==> src/rtl/ctrl_pkg.sv <==
// Shared encodings for the multi-cycle MIPS-subset sequencer: opcodes, states,
// datapath mux selects and the decoded opcode class.
package ctrl_pkg;

    localparam logic [5:0] OP_R   = 6'h00;
    localparam logic [5:0] OP_LW  = 6'h31;
    localparam logic [5:0] OP_SW  = 6'h35;
    localparam logic [5:0] OP_BEQ = 6'h08;
    localparam logic [5:0] OP_BNE = 6'h37;
    localparam logic [5:0] OP_J   = 6'h21;

    typedef enum logic [3:0] {
        ST_RESET    = 4'd0,
        ST_FETCH    = 4'd1,
        ST_DECODE   = 4'd2,
        ST_MEMADDR  = 4'd3,
        ST_MEMREAD  = 4'd4,
        ST_MEMWB    = 4'd5,
        ST_MEMWRITE = 4'd6,
        ST_EXECUTE  = 4'd7,
        ST_RWB      = 4'd8,
        ST_BRANCH   = 4'd9,
        ST_JUMP     = 4'd10
    } state_e;

    typedef enum logic [1:0] {
        ALU_ADD   = 2'b00,
        ALU_SUB   = 2'b01,
        ALU_FUNCT = 2'b10,
        ALU_JUMP  = 2'b11
    } aluop_e;

    typedef enum logic [1:0] {
        SRCB_RT      = 2'b00,
        SRCB_FOUR    = 2'b01,
        SRCB_IMM     = 2'b10,
        SRCB_IMM_SH2 = 2'b11
    } srcb_e;

    typedef enum logic [1:0] {
        PCSRC_ALU    = 2'b00,
        PCSRC_ALUOUT = 2'b01,
        PCSRC_JUMP   = 2'b10,
        PCSRC_RSVD   = 2'b11
    } pcsrc_e;

    typedef struct packed {
        logic rtype;
        logic lw;
        logic sw;
        logic beq;
        logic bne;
        logic j;
        logic illegal;
    } op_class_t;

endpackage

==> src/rtl/opcode_class.sv <==
// Combinational opcode classifier: one-hot instruction class from IR[31:26].
module opcode_class
    import ctrl_pkg::*;
(
    input  logic [5:0] opcode,
    output op_class_t  op_class
);

    always_comb begin
        op_class = '0;
        case (opcode)
            OP_R:    op_class.rtype   = 1'b1;
            OP_LW:   op_class.lw      = 1'b1;
            OP_SW:   op_class.sw      = 1'b1;
            OP_BEQ:  op_class.beq     = 1'b1;
            OP_BNE:  op_class.bne     = 1'b1;
            OP_J:    op_class.j       = 1'b1;
            default: op_class.illegal = 1'b1;
        endcase
    end

endmodule

==> src/rtl/multicycle_control.sv <==
// Moore sequencer for the multi-cycle datapath: state register, next-state
// logic, per-state control decode and a free-running retired-instruction count.
module multicycle_control
    import ctrl_pkg::*;
(
    input  logic        clk,
    input  logic        rst,
    input  logic [5:0]  Opcode,
    input  logic        MemReady,
    output logic        PCWrite,
    output logic        Beq,
    output logic        Bne,
    output logic        IorD,
    output logic        MemRead,
    output logic        MemWrite,
    output logic        IRWrite,
    output logic        MemToReg,
    output logic        RegDst,
    output logic        RegWrite,
    output logic        ALUSrcA,
    output logic [1:0]  ALUSrcB,
    output logic [1:0]  ALUop,
    output logic [1:0]  PCSource,
    output logic        IllegalOp,
    output logic [3:0]  State,
    output logic        InstrRetired,
    output logic [31:0] RetiredCount
);

    state_e      state_q, state_d;
    logic [31:0] retired_count_q, retired_count_d;
    logic        instr_retired;
    op_class_t   op_class;

    opcode_class u_opcode_class (
        .opcode   (Opcode),
        .op_class (op_class)
    );

    always_ff @(posedge clk) begin
        if (rst) begin
            state_q         <= ST_RESET;
            retired_count_q <= '0;
        end else begin
            state_q         <= state_d;
            retired_count_q <= retired_count_d;
        end
    end

    always_comb begin
        state_d = state_q;
        case (state_q)
            ST_RESET:    state_d = ST_FETCH;
            ST_FETCH:    state_d = MemReady ? ST_DECODE : ST_FETCH;
            ST_DECODE: begin
                if (op_class.lw || op_class.sw)        state_d = ST_MEMADDR;
                else if (op_class.rtype)               state_d = ST_EXECUTE;
                else if (op_class.beq || op_class.bne) state_d = ST_BRANCH;
                else if (op_class.j)                   state_d = ST_JUMP;
                else                                   state_d = ST_FETCH;
            end
            ST_MEMADDR: begin
                if (op_class.lw)      state_d = ST_MEMREAD;
                else if (op_class.sw) state_d = ST_MEMWRITE;
                else                  state_d = ST_FETCH;
            end
            ST_MEMREAD:  state_d = MemReady ? ST_MEMWB : ST_MEMREAD;
            ST_MEMWB:    state_d = ST_FETCH;
            ST_MEMWRITE: state_d = MemReady ? ST_FETCH : ST_MEMWRITE;
            ST_EXECUTE:  state_d = ST_RWB;
            ST_RWB:      state_d = ST_FETCH;
            ST_BRANCH:   state_d = ST_FETCH;
            ST_JUMP:     state_d = ST_FETCH;
            default:     state_d = ST_FETCH;
        endcase
    end

    // Only the FETCH/MEMWRITE strobes and the opcode-qualified DECODE/BRANCH
    // flags look past the state register.
    always_comb begin
        PCWrite       = 1'b0;
        Beq           = 1'b0;
        Bne           = 1'b0;
        IorD          = 1'b0;
        MemRead       = 1'b0;
        MemWrite      = 1'b0;
        IRWrite       = 1'b0;
        MemToReg      = 1'b0;
        RegDst        = 1'b0;
        RegWrite      = 1'b0;
        ALUSrcA       = 1'b0;
        ALUSrcB       = SRCB_RT;
        ALUop         = ALU_ADD;
        PCSource      = PCSRC_ALU;
        IllegalOp     = 1'b0;
        instr_retired = 1'b0;
        case (state_q)
            ST_FETCH: begin
                MemRead = 1'b1;
                ALUSrcB = SRCB_FOUR;
                IRWrite = MemReady;
                PCWrite = MemReady;
            end
            ST_DECODE: begin
                ALUSrcB   = SRCB_IMM_SH2;
                IllegalOp = op_class.illegal;
            end
            ST_MEMADDR: begin
                ALUSrcA = 1'b1;
                ALUSrcB = SRCB_IMM;
            end
            ST_MEMREAD: begin
                MemRead = 1'b1;
                IorD    = 1'b1;
            end
            ST_MEMWB: begin
                RegWrite      = 1'b1;
                MemToReg      = 1'b1;
                instr_retired = 1'b1;
            end
            ST_MEMWRITE: begin
                MemWrite      = 1'b1;
                IorD          = 1'b1;
                instr_retired = MemReady;
            end
            ST_EXECUTE: begin
                ALUSrcA = 1'b1;
                ALUop   = ALU_FUNCT;
            end
            ST_RWB: begin
                RegWrite      = 1'b1;
                RegDst        = 1'b1;
                instr_retired = 1'b1;
            end
            ST_BRANCH: begin
                ALUSrcA       = 1'b1;
                ALUop         = ALU_SUB;
                PCSource      = PCSRC_ALUOUT;
                Beq           = op_class.beq;
                Bne           = op_class.bne;
                instr_retired = 1'b1;
            end
            ST_JUMP: begin
                PCWrite       = 1'b1;
                PCSource      = PCSRC_JUMP;
                ALUop         = ALU_JUMP;
                instr_retired = 1'b1;
            end
            default: ;
        endcase
    end

    always_comb begin
        retired_count_d = retired_count_q + 32'(instr_retired);
    end

    assign InstrRetired = instr_retired;
    assign RetiredCount = retired_count_q;
    assign State        = state_q;

endmodule

==> config.mk <==
export PLATFORM = sky130hd
export DESIGN_NAME = multicycle_control
export DESIGN_NICKNAME = d
export VERILOG_FILES = /design/src/rtl/ctrl_pkg.sv /design/src/rtl/opcode_class.sv /design/src/rtl/multicycle_control.sv
export SDC_FILE = /design/constraint.sdc
export NUM_CORES = 1
export LEC_CHECK = 0
export ABC_AREA = 1
export BUFFER_PORTS_ARGS = -buffer_cell sky130_fd_sc_hd__clkbuf_2
export CORE_ASPECT_RATIO = 1.1
export CORE_MARGIN = 5
export CORE_UTILIZATION = 52
export CTS_BUF_LIST = sky130_fd_sc_hd__clkbuf_16
export DETAILED_ROUTE_END_ITERATION = 7
export PLACE_DENSITY_LB_ADDON = 0.2
export SLEW_MARGIN = 20
export SYNTH_ARGS = -nofsm -noshare
export SYNTH_HDL_FRONTEND = slang
export SYNTH_HIERARCHICAL = 1
export SYNTH_SLANG_ARGS = --single-unit
==> constraint.sdc <==
create_clock -name clk -period 2.9 [get_ports clk]
set_clock_uncertainty 0.2 [all_clocks]
set_input_delay 0.145 -clock clk [delete_from_list [all_inputs] [get_ports clk]]
set_output_delay 0.145 -clock clk [all_outputs]
set_load 0.02 [all_outputs]
## Word-level counts from Yosys, hierarchy flattened

Index checks and enable logic that the tools add are counted.
Widths: inputs -> output; s select.

- Logic and storage cells: 60
- Flip-flop bits (word level): 36
- Output and inout port bits: 55

- Mux-type cells: 33
- Eq/ne operators: 15
- $add $sub $neg: 1
- Reductions and logical operators: 9

Operators with widths:

| cell | count |
|---|---|
| $add 32x1->32 | 1 |
| $eq 6x6->1 const B | 4 |
| $pmux 4 s6 | 1 |
| $mux 1 | 19 |
| $eq 4x3->1 const B | 4 |
| $mux 4 | 4 |
| $eq 4x4->1 const B | 3 |
| $pmux 2 s3 | 2 |
| $mux 3 | 3 |
| $eq 4x2->1 const B | 2 |
| $eq 6x4->1 const B | 1 |
| $logic_not 6->1 | 1 |
| $reduce_or 2->1 | 3 |
| $reduce_or 6->1 | 1 |
| $eq 4x1->1 const B | 1 |
| $pmux 1 s2 | 2 |
| $pmux 2 s2 | 1 |
| $reduce_or 4->1 | 1 |
| $reduce_or 3->1 | 1 |
| $logic_or 1x1->1 | 2 |
| $mux 2 | 1 |

## Logic depth before layout (Yosys ltp)

Gate-level depths: netlist of the first run.

- Depth after elaboration: 7
- Mapped depth: 17
- Gate-level depth less buffers: 16

## Cells and area by module

Netlist of the first run, hierarchy kept.

By module, submodules not included:

| module | cells each | instances | area an instance (um2) |
|---|---|---|---|
| multicycle_control | 349 | 1 | 2,144.6 |
| opcode_class | 28 | 1 | 130.1 |

## Worst setup path before layout of the first run

Ideal clock, no wire load.

- Kind: flip-flop to flip-flop
- Start point: reg state_q[3] (netlist: State[3])
- End point: reg retired_count_q[26] (netlist: RetiredCount[26])
- Stages on the path, launching flop included: 15
- Slack: -0.287 ns
- Setup time: 0.115 ns
- Arrival: 2.872 ns
- Data required time: 2.585 ns
- Clock period less this slack: 3.187 ns
- Cell sequence: dfxtp_1 nand2_1 nor3_1 or2_1 nor2_1 o21ai_0 ha_1 ha_1 nand2_1 nor2_4 nand3_1 nor2_1 nand3_1 nand2_1 nor2_1

- Cells in the longest elaborated chain, start to end: 4
- Elaborated cells between the ends (all ways): 8
- Those cells by class: 1 x add/sub; 5 x eq/ne; 1 x mux; 1 x reduce/logical

Ends and longest elaborated chain:

| what | line | source |
|---|---|---|
| from (decl) | multicycle_control.sv:30 | `state_e state_q, state_d;` |
| from (signal assigned) | multicycle_control.sv:45 | `state_q <= state_d;` |
| $eq 4x4->1 / $eq 4x3->1 (equally long branches) | multicycle_control.sv:97 | `case (state_q)` |
| $reduce_or 4->1 (no line) | -- |  |
| $pmux 1 s2 (*) | multicycle_control.sv:97 |  |
| via InstrRetired | multicycle_control.sv:26 | `output logic InstrRetired,` |
| $add 32x1->32 (*) | multicycle_control.sv:154 | `retired_count_d = retired_count_q + 32'(instr_retired);` |
| to (signal assigned) | multicycle_control.sv:46 | `retired_count_q <= retired_count_d;` |
| to (decl) | multicycle_control.sv:31 | `logic [31:0] retired_count_q, retired_count_d;` |

The timed path passes the listed nets; every way through them passes the cells marked *.
A chain may end at the register's enable or synchronous reset.

## Worst setup path in the final report of the first run

- Start point: reg state_q[0] (netlist: State[0])
- End point: reg retired_count_q[30] (netlist: RetiredCount[30])

- Cells in the longest elaborated chain, start to end: 4
- Elaborated cells between the ends (all ways): 8
- Those cells by class: 1 x add/sub; 5 x eq/ne; 1 x mux; 1 x reduce/logical

Ends and longest elaborated chain:

| what | line |
|---|---|
| $eq 4x4->1 / $eq 4x3->1 (equally long branches) | multicycle_control.sv:97 |
| $reduce_or 4->1 (no line) | -- |
| $pmux 1 s2 (*) | multicycle_control.sv:97 |
| $add 32x1->32 (*) | multicycle_control.sv:154 |

Every way passes the cells marked *; elsewhere a longest branch is shown, timed or not.

==> impl_metrics.tcl, run 1 <==
set metrics [dict create \
    run_status "finished clean" \
    vias 2482 \
    maxSlewHeadroom_pct 62.4 \
    number_of_hold_violations_in_the_final_report 0 \
    grt_antenna_before_repair 0 \
    num-nets-final 454 \
    cts_setup_buffers 0 \
    cts.hold.buffers_added 0 \
    post_syn_nets 388 \
    portBuffers 63 \
    final_cell_count_no_fill 498 \
    final_setup_violation_count 0 \
    drv.max_cap_violation_count 0 \
    hp-class "input pin to register" \
    synthTopCellsByArea "dfxtp_1 32%, nand2_1 16%, nor2_1 14%, inv_1 8.3%, a21oi_1 5.7%" \
    ir_worst_vdd_mv 0.350 \
    synth-warning-count 6 \
    syn_to_final_growth_pct 22.8 \
    synth_area_leader_cell "dfxtp_1" \
    totalPowerFinal_mw 1.10 \
    grt_max_degree 25 \
    placed_cells 490 \
    globalRoute.totalOverflow 0 \
    core_region_area_um2 4250 \
    worst_setup_path_end_kind "register" \
    grt_pass1_wl_um 10400 \
    yosysTopAreaCellShare_pct 31.7 \
    clock-root-buffer "clkbuf_16" \
    initial_utilization_pct 53.5 \
    drt_iter0_drc 151 \
    avg_inst_size_synth_um2 6.03 \
    vias_per_cell 4.98 \
    final_max_slew_violation_count 0 \
    cts_bufs_inserted 5 \
    clkSinkCount 36 \
    ant_nets 0 \
    count_of_unique_library_cells_instantiated_by_yosys 25 \
    timing.critical_path.from "State[0]$_SDFF_PP0_" \
    grt-busiest-layer "met2" \
    worst_hold_startpoint "Opcode[2]" \
    clkSlewWorstSetupHoldPaths_ps 60 \
    drt_drc_violations_left 0 \
    post-dp-hpwl_um 4830 \
    ys_seq_elements 36 \
    die_height_um 79.4 \
    cellLeakagePower_nw 1.27 \
    h-tree-depth 2 \
    track_usage_pct 22.4 \
    power_density_normalized_to_cell_area_nw_per_um2 393 \
    use_met3_pct 5.44 \
    clock_latency_of_the_later_clocked_register_in_the_worst_skew_pair_ps 280 \
    period_share_pct 88.4 \
    wl_per_cell_um 12.1 \
    post_detailed_routing_wire_length_um 6040 \
    std_cell_rows 25 \
    critPathRequiredTime_ps 2840 \
    tns_ps 0 \
    yosys_most_used_dff "dfxtp_1" \
    groute.layer.met1.usage_pct 27.2 \
    synth_enable_flop_cells 0 \
    synthArstFlopShare_pct 0 \
    dieArea_um2 5800 \
    global_route.usage.met2_pct 38.1 \
    tightest_slew_ps 564 \
    layout_cells_sized_above_1_pct 23.0 \
    synth.top_cells.by_count "99 x nand2_1, 82 x nor2_1, 50 x inv_1" \
    fp.dieW_um 73.1 \
    post_cts_resize_count 0 \
    detail_route.first_pass.iterations 4 \
    rsz0062_at_grt "false" \
    post_synth_inst_count 377 \
    synth_area_um2 2270 \
    cp-start-kind "register" \
    tritoncts "done" \
    cts.path.max_buffers 2 \
    part_of_the_yosys_area_used_for_sequential_elements_pct 31.7 \
    antennaDiodeCount 0 \
    grt_pass1_vias 2391 \
    io_pins 64 \
    timing.rr.start "State[0]$_SDFF_PP0_" \
    max_freq_mhz 390 \
    critical_path_peak_fanout 9 \
    final_period_minus_worst_setup_slack_ps 2560 \
    crit_type "register to register" \
    synth_most_common_cell "nand2_1" \
    cp_data_arrival_time_ps 2500 \
    placer_congestion_estimate 0.861 \
]
placed cells by master, fill, tap and decap left out, drive strengths merged:
master / Yosys / final
nand2: 107 / 107
nor2: 98 / 98
clkbuf: 1 / 68
inv: 52 / 53
dfxtp: 36 / 36
a21oi: 26 / 26
nand3: 25 / 25
o21ai: 7 / 7
nor3: 5 / 5
nand4: 3 / 3
and2: 3 / 3
o21a: 3 / 3
xor2: 3 / 3
xnor2: 2 / 2
ha: 2 / 2
or2: 1 / 1
clkinvlp: 0 / 1
clkinv: 0 / 1
final cells by class:
type | instances | area (um^2)
inverters | 52 | 195
clock inverters | 3 | 15.0
repair buffers | 63 | 315
well taps | 54 | 67.6
multi-input cells | 285 | 1360
fillers | 438 | 1460
flip-flops and latches | 36 | 721
clock buffers | 5 | 125
sequential cells by signal (all words and copies together), names as in the netlist:
signal and cells:
RetiredCount 32, State 4
power breakdown:
part / leakage, nW / switching, mW / internal (mW)
combinational: 0.909 / 0.0571 / 0.0246
clock: 0.0687 / 0.201 / 0.312
sequential: 0.290 / 0.00514 / 0.497
per-layer routing:
metal / wire length, um / vias to the layer above / share of wire (%)
li1: - / 1290 / -
met2: 2950 / 80 / 49
met5: 0 / - / 0
met1: 2520 / 1099 / 42
met4: 121 / 0 / 2.0
met3: 444 / 13 / 7.4
logic make-up after synthesis:
group           after synthesis  synth area share [%]
buf+inv                      56                  9.68
flops                        36                  31.7
xor+xnor                      5                  1.93
fa+ha+maj                     2                  1.10
compound gates               36                  8.25
simple gates                242                  47.4
stage by stage:
| stage | util, % | instance area [um^2] | setup slack, ps | hold slack, ps |
|---|---|---|---|---|
| floorplan | - | 2300 | 18.4 | 99.6 |
| global placement | 62.4 | 2650 | 441 | 267 |
| detailed placement | 62.4 | 2650 | 360 | 279 |
| CTS | 65.7 | 2790 | 351 | 34.4 |
| global route | 65.7 | 2790 | 81.8 | 62.6 |
| finish | 65.7 | 2790 | 336 | 36.6 |
worst paths after layout:
| kind | cells after the start | endpoint | slack [ps] |
|---|---|---|---|
| setup / recovery | 15 | RetiredCount[30]$_SDFF_PP0_ | 340 |
| hold / removal | 4 | State[2]$_SDFF_PP0_ | 40 |
| setup reg to reg | 15 | RetiredCount[30]$_SDFF_PP0_ | 340 |
| hold reg to reg | 2 | RetiredCount[31]$_SDFF_PP0_ | 290 |
critical path, cell delays in order, from the launching register on:
cell	delay (ps)
dfxtp_1	480
nand2_1	190
nor2_4	140
inv_1	80
nand2_1	90
nor2_1	60
o21ai_2	80
ha_1	200
ha_1	160
nand2_1	100
nor2_4	180
nand2_2	100
nor2_4	180
nand2_1	90
nand2_1	60
a21oi_1	50
Note: power is estimated with default switching activity, not from simulation.
==> run 2: changes to the inputs <==
==> constraint.sdc (replaced) <==
create_clock -name clk -period 2.7 [get_ports clk]
set_clock_uncertainty 0.2 [all_clocks]
set_input_delay 0.135 -clock clk [delete_from_list [all_inputs] [get_ports clk]]
set_output_delay 0.135 -clock clk [all_outputs]
set_load 0.02 [all_outputs]
==> run 2 against run 1 <==
  * Worst setup slack worse by 140 ps
  * Largest cell class unchanged
  * Maximum frequency is 2.3% higher
  * Total power is 16% higher
  * Critical endpoint is now RetiredCount[16]$_SDFF_PP0_
  * Sequential cell count did not move
  * First-iteration DRC count grew 34%
  * Die area did not move
  * Combinational power up 11%
  * Global-route usage rose by 0.087 points
==> impl_metrics.tcl, run 2 (synthesis results as in run 1) <==
set metrics [dict create \
    tritoncts "done" \
    hp-class "input pin to register" \
    grt_pass1_vias 2451 \
    final_setup_violation_count 0 \
    cp-start-kind "register" \
    number_of_hold_violations_in_the_final_report 0 \
    layout_cells_sized_above_1_pct 25.0 \
    maxSlewHeadroom_pct 63.9 \
    cellLeakagePower_nw 1.28 \
    most-common-layout-cells "96 x nand2_1, 77 x nor2_1, 63 x clkbuf_2" \
    core_region_area_um2 4250 \
    cp_data_arrival_time_ps 2450 \
    fp.dieW_um 73.1 \
    largest_register_ffs 32 \
    post_detailed_routing_wire_length_um 6150 \
    clkSlewWorstSetupHoldPaths_ps 50 \
    multi_input_area_um2 1390 \
    antennaDiodeCount 0 \
    h-tree-depth 2 \
    cts_setup_buffers 0 \
    timing.reg2reg.worst_path_depth 15 \
    rrSetupSlack_ps 190 \
    crit_type "register to register" \
    final_common_cell "nand2_1" \
    detail_route.first_pass.iterations 4 \
    ir_worst_vdd_mv 0.415 \
    track_usage_pct 22.5 \
    tightest_slew_ps 542 \
    initial_utilization_pct 53.5 \
    totalPowerFinal_mw 1.27 \
    syn_to_final_growth_pct 25.7 \
    timing.hold.worst_endpoint "State[2]$_SDFF_PP0_" \
    num-nets-final 454 \
    cts.path.max_buffers 2 \
    post-dp-hpwl_um 4750 \
    layout_utilization_pct 67.2 \
    worst_r2r_endpoint "RetiredCount[16]$_SDFF_PP0_" \
    timing.rr.start "State[1]$_SDFF_PP0_" \
    max_freq_mhz 399 \
    portBuffers 63 \
    globalRoute.totalOverflow 0 \
    tns_ps 0 \
    drt_iter0_drc 203 \
    wl_per_cell_um 12.3 \
    clock_latency_of_the_later_clocked_register_in_the_worst_skew_pair_ps 280 \
    grt_antenna_before_repair 0 \
    grt_pass1_wl_um 10500 \
    ant_nets 0 \
    clock-root-buffer "clkbuf_16" \
    area.sequential_um2 727 \
    timing.hold.worst_path_depth 4 \
    critical_path_peak_fanout 6 \
    fin_ws_ps 193 \
    dieArea_um2 5800 \
    drv.max_cap_violation_count 0 \
    die_height_um 79.4 \
    final.fill_count 419 \
    final_period_minus_worst_setup_slack_ps 2510 \
    preCtsSetupSlack_ps 189 \
    grt_max_degree 25 \
    cts_bufs_inserted 5 \
    fin_hold_ws_ps 23.4 \
    io_pins 64 \
    final_max_slew_violation_count 0 \
    rsz0062_at_grt "false" \
    drt_drc_violations_left 0 \
    critPathRequiredTime_ps 2640 \
    worst_hold_startpoint "Opcode[2]" \
    clkSinkCount 36 \
    worst_setup_path_end_kind "register" \
    vias_per_cell 5.07 \
    placer_congestion_estimate 0.924 \
    run_status "finished clean" \
    power_density_normalized_to_cell_area_nw_per_um2 445 \
    std_cell_rows 25 \
    period_share_pct 92.8 \
    vias 2524 \
]
[run 2: final cells by class]
class	count	area share (%)
Clock buffer	5	4.38
Clock inverter	3	1.31
Inverter	52	6.83
Multi-Input combinational cell	285	48.7
Sequential cell	36	25.4
Tap cell	54	2.36
Timing Repair Buffer	63	11.0
[run 2: how the worst max path moves through the flow]
stage / to / slack [ps] / cells after the start / start
global placement: RetiredCount[14]$_SDFF_PP0_ / 270 / 14 / State[0]$_SDFF_PP0_
floorplan: RetiredCount[26]$_SDFF_PP0_ / 10 / 16 / State[0]$_SDFF_PP0_
detailed placement: RetiredCount[14]$_SDFF_PP0_ / 190 / 14 / State[0]$_SDFF_PP0_
CTS: RetiredCount[30]$_SDFF_PP0_ / 140 / 15 / State[0]$_SDFF_PP0_
finish: RetiredCount[16]$_SDFF_PP0_ / 190 / 15 / State[1]$_SDFF_PP0_
global route: RetiredCount[30]$_SDFF_PP0_ / 1 / 14 / State[1]$_SDFF_PP0_
[run 2: critical path: stages, from the launching register on]
cell and delay (ps):
dfxtp_2 360, inv_2 110, nand2_2 110, nor2_4 100
inv_1 100, nand2_2 80, nor2_1 50, o21ai_2 80
ha_1 210, ha_1 170, nand2_1 110, nor2_4 210
nand2_2 110, nor2_4 170, xnor2_1 140, nor2_1 60
[run 2: where the power goes]
| part | leakage (nW) | switching [mW] | internal [mW] | total (mW) |
|---|---|---|---|---|
| registers | 0.292 | 0.00727 | 0.535 | 0.542 |
| logic | 0.905 | 0.0632 | 0.0271 | 0.0903 |
| clock network | 0.0789 | 0.211 | 0.429 | 0.639 |
[run 2: repair_timing]
action | CTS | global route
setup endpoints to repair | 0 | 10
hold buffers | 0 | 0
resized for setup | 0 | 4
[run 2: per-stage QoR]
stage               area [um^2]  cells
floorplan                  2330    377
CTS                        2850    498
global route               2860    498
detailed placement         2680    490
global placement           2680    490
finish                     2860    498
[run 2: per-layer routing]
| metal | up-vias | track usage [%] | wire length (um) |
|---|---|---|---|
| li1 | 1298 | - | - |
| met1 | 1143 | 28.4 | 2800 |
| met2 | 68 | 36.0 | 2890 |
| met3 | 15 | 5.95 | 333 |
| met4 | 0 | 8.86 | 123 |
| met5 | - | 0 | 0 |
==> run 3: changes to the inputs <==
--- a/config.mk
+++ b/config.mk
@@ -7,12 +7,13 @@
 export LEC_CHECK = 0
 export ABC_AREA = 1
 export BUFFER_PORTS_ARGS = -buffer_cell sky130_fd_sc_hd__clkbuf_2
-export CORE_ASPECT_RATIO = 1.1
+export CORE_ASPECT_RATIO = 0.7
 export CORE_MARGIN = 5
 export CORE_UTILIZATION = 52
 export CTS_BUF_LIST = sky130_fd_sc_hd__clkbuf_16
 export DETAILED_ROUTE_END_ITERATION = 7
 export PLACE_DENSITY_LB_ADDON = 0.2
+export RECOVER_POWER = 25
 export SLEW_MARGIN = 20
 export SYNTH_ARGS = -nofsm -noshare
 export SYNTH_HDL_FRONTEND = slang
==> run 3 against run 2 <==
  * Sequential power about the same
  * Critical path depth unchanged
  * Via count about the same
  * Register-to-register slack got worse by 30 ps
  * Hold slack got worse by 14 ps
  * Die area increased by 0.34%
  * Count of clock-buffer cells in the layout unchanged
  * Largest power group unchanged
  * Core utilization decreased by 0.22 points
==> impl_metrics.tcl, run 3 (synthesis results as in run 1) <==
set metrics [dict create \
    worstPathBufferInverterCount 2 \
    track_usage_pct 22.7 \
    most-common-layout-cells "94 x nand2_1, 77 x nor2_1, 50 x inv_1" \
    grt_max_degree 24 \
    dieArea_um2 5820 \
    worst_r2r_endpoint "RetiredCount[24]$_SDFF_PP0_" \
    grt_antenna_before_repair 0 \
    largest_register_ffs 32 \
    clock_latency_of_the_later_clocked_register_in_the_worst_skew_pair_ps 280 \
    most_prevalent_standard_cell_on_the_critical_path "nor2_4" \
    cp_data_arrival_time_ps 2510 \
    crit_slowest_cell "dfxtp_2" \
    clkSlewWorstSetupHoldPaths_ps 50 \
    hp-class "input pin to register" \
    ant_nets 0 \
    timing.rr.start "State[1]$_SDFF_PP0_" \
    critical_path.top_delay_family "simple AND/OR/NAND/NOR gates" \
    timing.reg2reg.worst_path_depth 15 \
    cp-start-kind "register" \
    global_route.usage.met2_pct 35.1 \
    drt_drc_violations_left 0 \
    portBuffers 63 \
    h-tree-depth 2 \
    post_detailed_routing_wire_length_um 6270 \
    timing.hold.worst_path_depth 4 \
    crit_chain "inv_4, nand2_2, nor2_4, or2_4, nor2_1, o21ai_2, ha_2, ha_1, nand2_1, nor2_4, nand2_2, nor2_4, buf_4, a21oi_1, nor2_1" \
    crit_type "register to register" \
    worst_hold_startpoint "Opcode[2]" \
    core_region_area_um2 4280 \
    antennaDiodeCount 0 \
    syn_to_final_growth_pct 26.0 \
    wl_per_cell_um 12.5 \
    placer_congestion_estimate 0.889 \
    io_pins 64 \
    detail_route.first_pass.iterations 4 \
    die_height_um 65.3 \
    period_share_pct 93.9 \
    run_status "finished clean" \
    dpl_cell_area_um2 2690 \
    timing.hold.worst_endpoint "State[2]$_SDFF_PP0_" \
    drt_iter0_drc 214 \
    grt_pass1_vias 2257 \
    std_cell_rows 20 \
    rrSetupSlack_ps 170 \
    max_stage_delay_ps 430 \
    clkSinkCount 36 \
    clock-root-buffer "clkbuf_16" \
    groute.layer.met1.usage_pct 31.5 \
    number_of_hold_violations_in_the_final_report 0 \
    cts.path.max_buffers 2 \
    max_freq_mhz 395 \
    worst_setup_path_end_kind "register" \
    rsz0062_at_grt "false" \
    tns_ps 0 \
    use_met3_pct 5.51 \
    globalRoute.totalOverflow 0 \
    power_density_normalized_to_cell_area_nw_per_um2 446 \
    drv.max_cap_violation_count 0 \
    grt-busiest-layer "met2" \
    critical_path_peak_fanout 6 \
    timing.critical_path.from "State[1]$_SDFF_PP0_" \
    tritoncts "done" \
    final_period_minus_worst_setup_slack_ps 2530 \
    grt_pass1_wl_um 10400 \
    tightest_slew_ps 444 \
    fp.dieW_um 89.1 \
    cts_bufs_inserted 5 \
    final_common_cell "nand2_1" \
    cellLeakagePower_nw 1.21 \
    final_setup_violation_count 0 \
    post-dp-hpwl_um 4790 \
    critPathRequiredTime_ps 2670 \
    layout_cells_sized_above_1_pct 21.7 \
    ir_worst_vdd_mv 0.302 \
    post-route-cell-area_um2 2870 \
    maxSlewHeadroom_pct 70.4 \
    vias_per_cell 5.03 \
    final_max_slew_violation_count 0 \
    vias 2525 \
    initial_utilization_pct 53.2 \
    num-nets-final 457 \
]
==> run 3: cell count changes in the layout (fill, tap and decap cells not counted), sizes merged <==
cell	change
buf	+3
==> run 3: timing repair <==
item	CTS	global route
hold buffers	0	0
setup endpoints to repair	0	8
buffers inserted	0	2
resized for setup	0	9
==> run 3: cell type report <==
type / count / area (um^2)
multi-input cells: 285 / 1400
fillers: 407 / 1410
flip-flops and latches: 36 / 728
clock buffers: 5 / 125
clock inverters: 3 / 37.5
inverters: 52 / 198
well taps: 55 / 68.8
repair buffers: 66 / 310
==> run 3: worst max-delay path by stage <==
stage                                   to  slack [ps]  depth (start not counted)
3_5_place_dp   RetiredCount[26]$_SDFF_PP0_         210                         15
6_report       RetiredCount[24]$_SDFF_PP0_         170                         15
5_1_grt        RetiredCount[24]$_SDFF_PP0_         0.9                         15
2_1_floorplan  RetiredCount[26]$_SDFF_PP0_          10                         16
3_3_place_gp   RetiredCount[30]$_SDFF_PP0_         300                         14
4_1_cts        RetiredCount[26]$_SDFF_PP0_         120                         16
==> run 3: metrics by stage <==
| stage | setup slack (ps) | total power [mW] | utilization [%] | hold slack [ps] | std cells |
|---|---|---|---|---|---|
| after CTS | 120 | 1.29 | 66.7 | 13.0 | 500 |
| final | 165 | 1.28 | 67.0 | 9.23 | 502 |
| after global placement | 300 | 0.641 | 62.9 | 266 | 492 |
| after global routing | 0.944 | 1.32 | 67.0 | 42.3 | 502 |
| after floorplan | 11.5 | 0.614 | - | 89.6 | 377 |
| after detailed placement | 207 | 0.643 | 62.9 | 293 | 492 |
==> run 3: report_power, final <==
part           switching [mW]  total (mW)  internal (mW)
Clock                   0.217       0.646          0.429
Sequential            0.00751       0.542          0.535
Combinational          0.0631      0.0910         0.0279
==> run 3: worst min-delay path, stage by stage <==
cell and delay [ps]:
clkbuf_2 110, nor3_2 60, nand3_1 80, a21oi_1 60
==> run 3: routing by layer <==
layer  vias to the layer above  part of all wire (%)
met5                         -                     0
met4                         0                   1.3
met3                         9                   9.4
met2                        90                    44
met1                      1122                    46
li1                       1304                     -
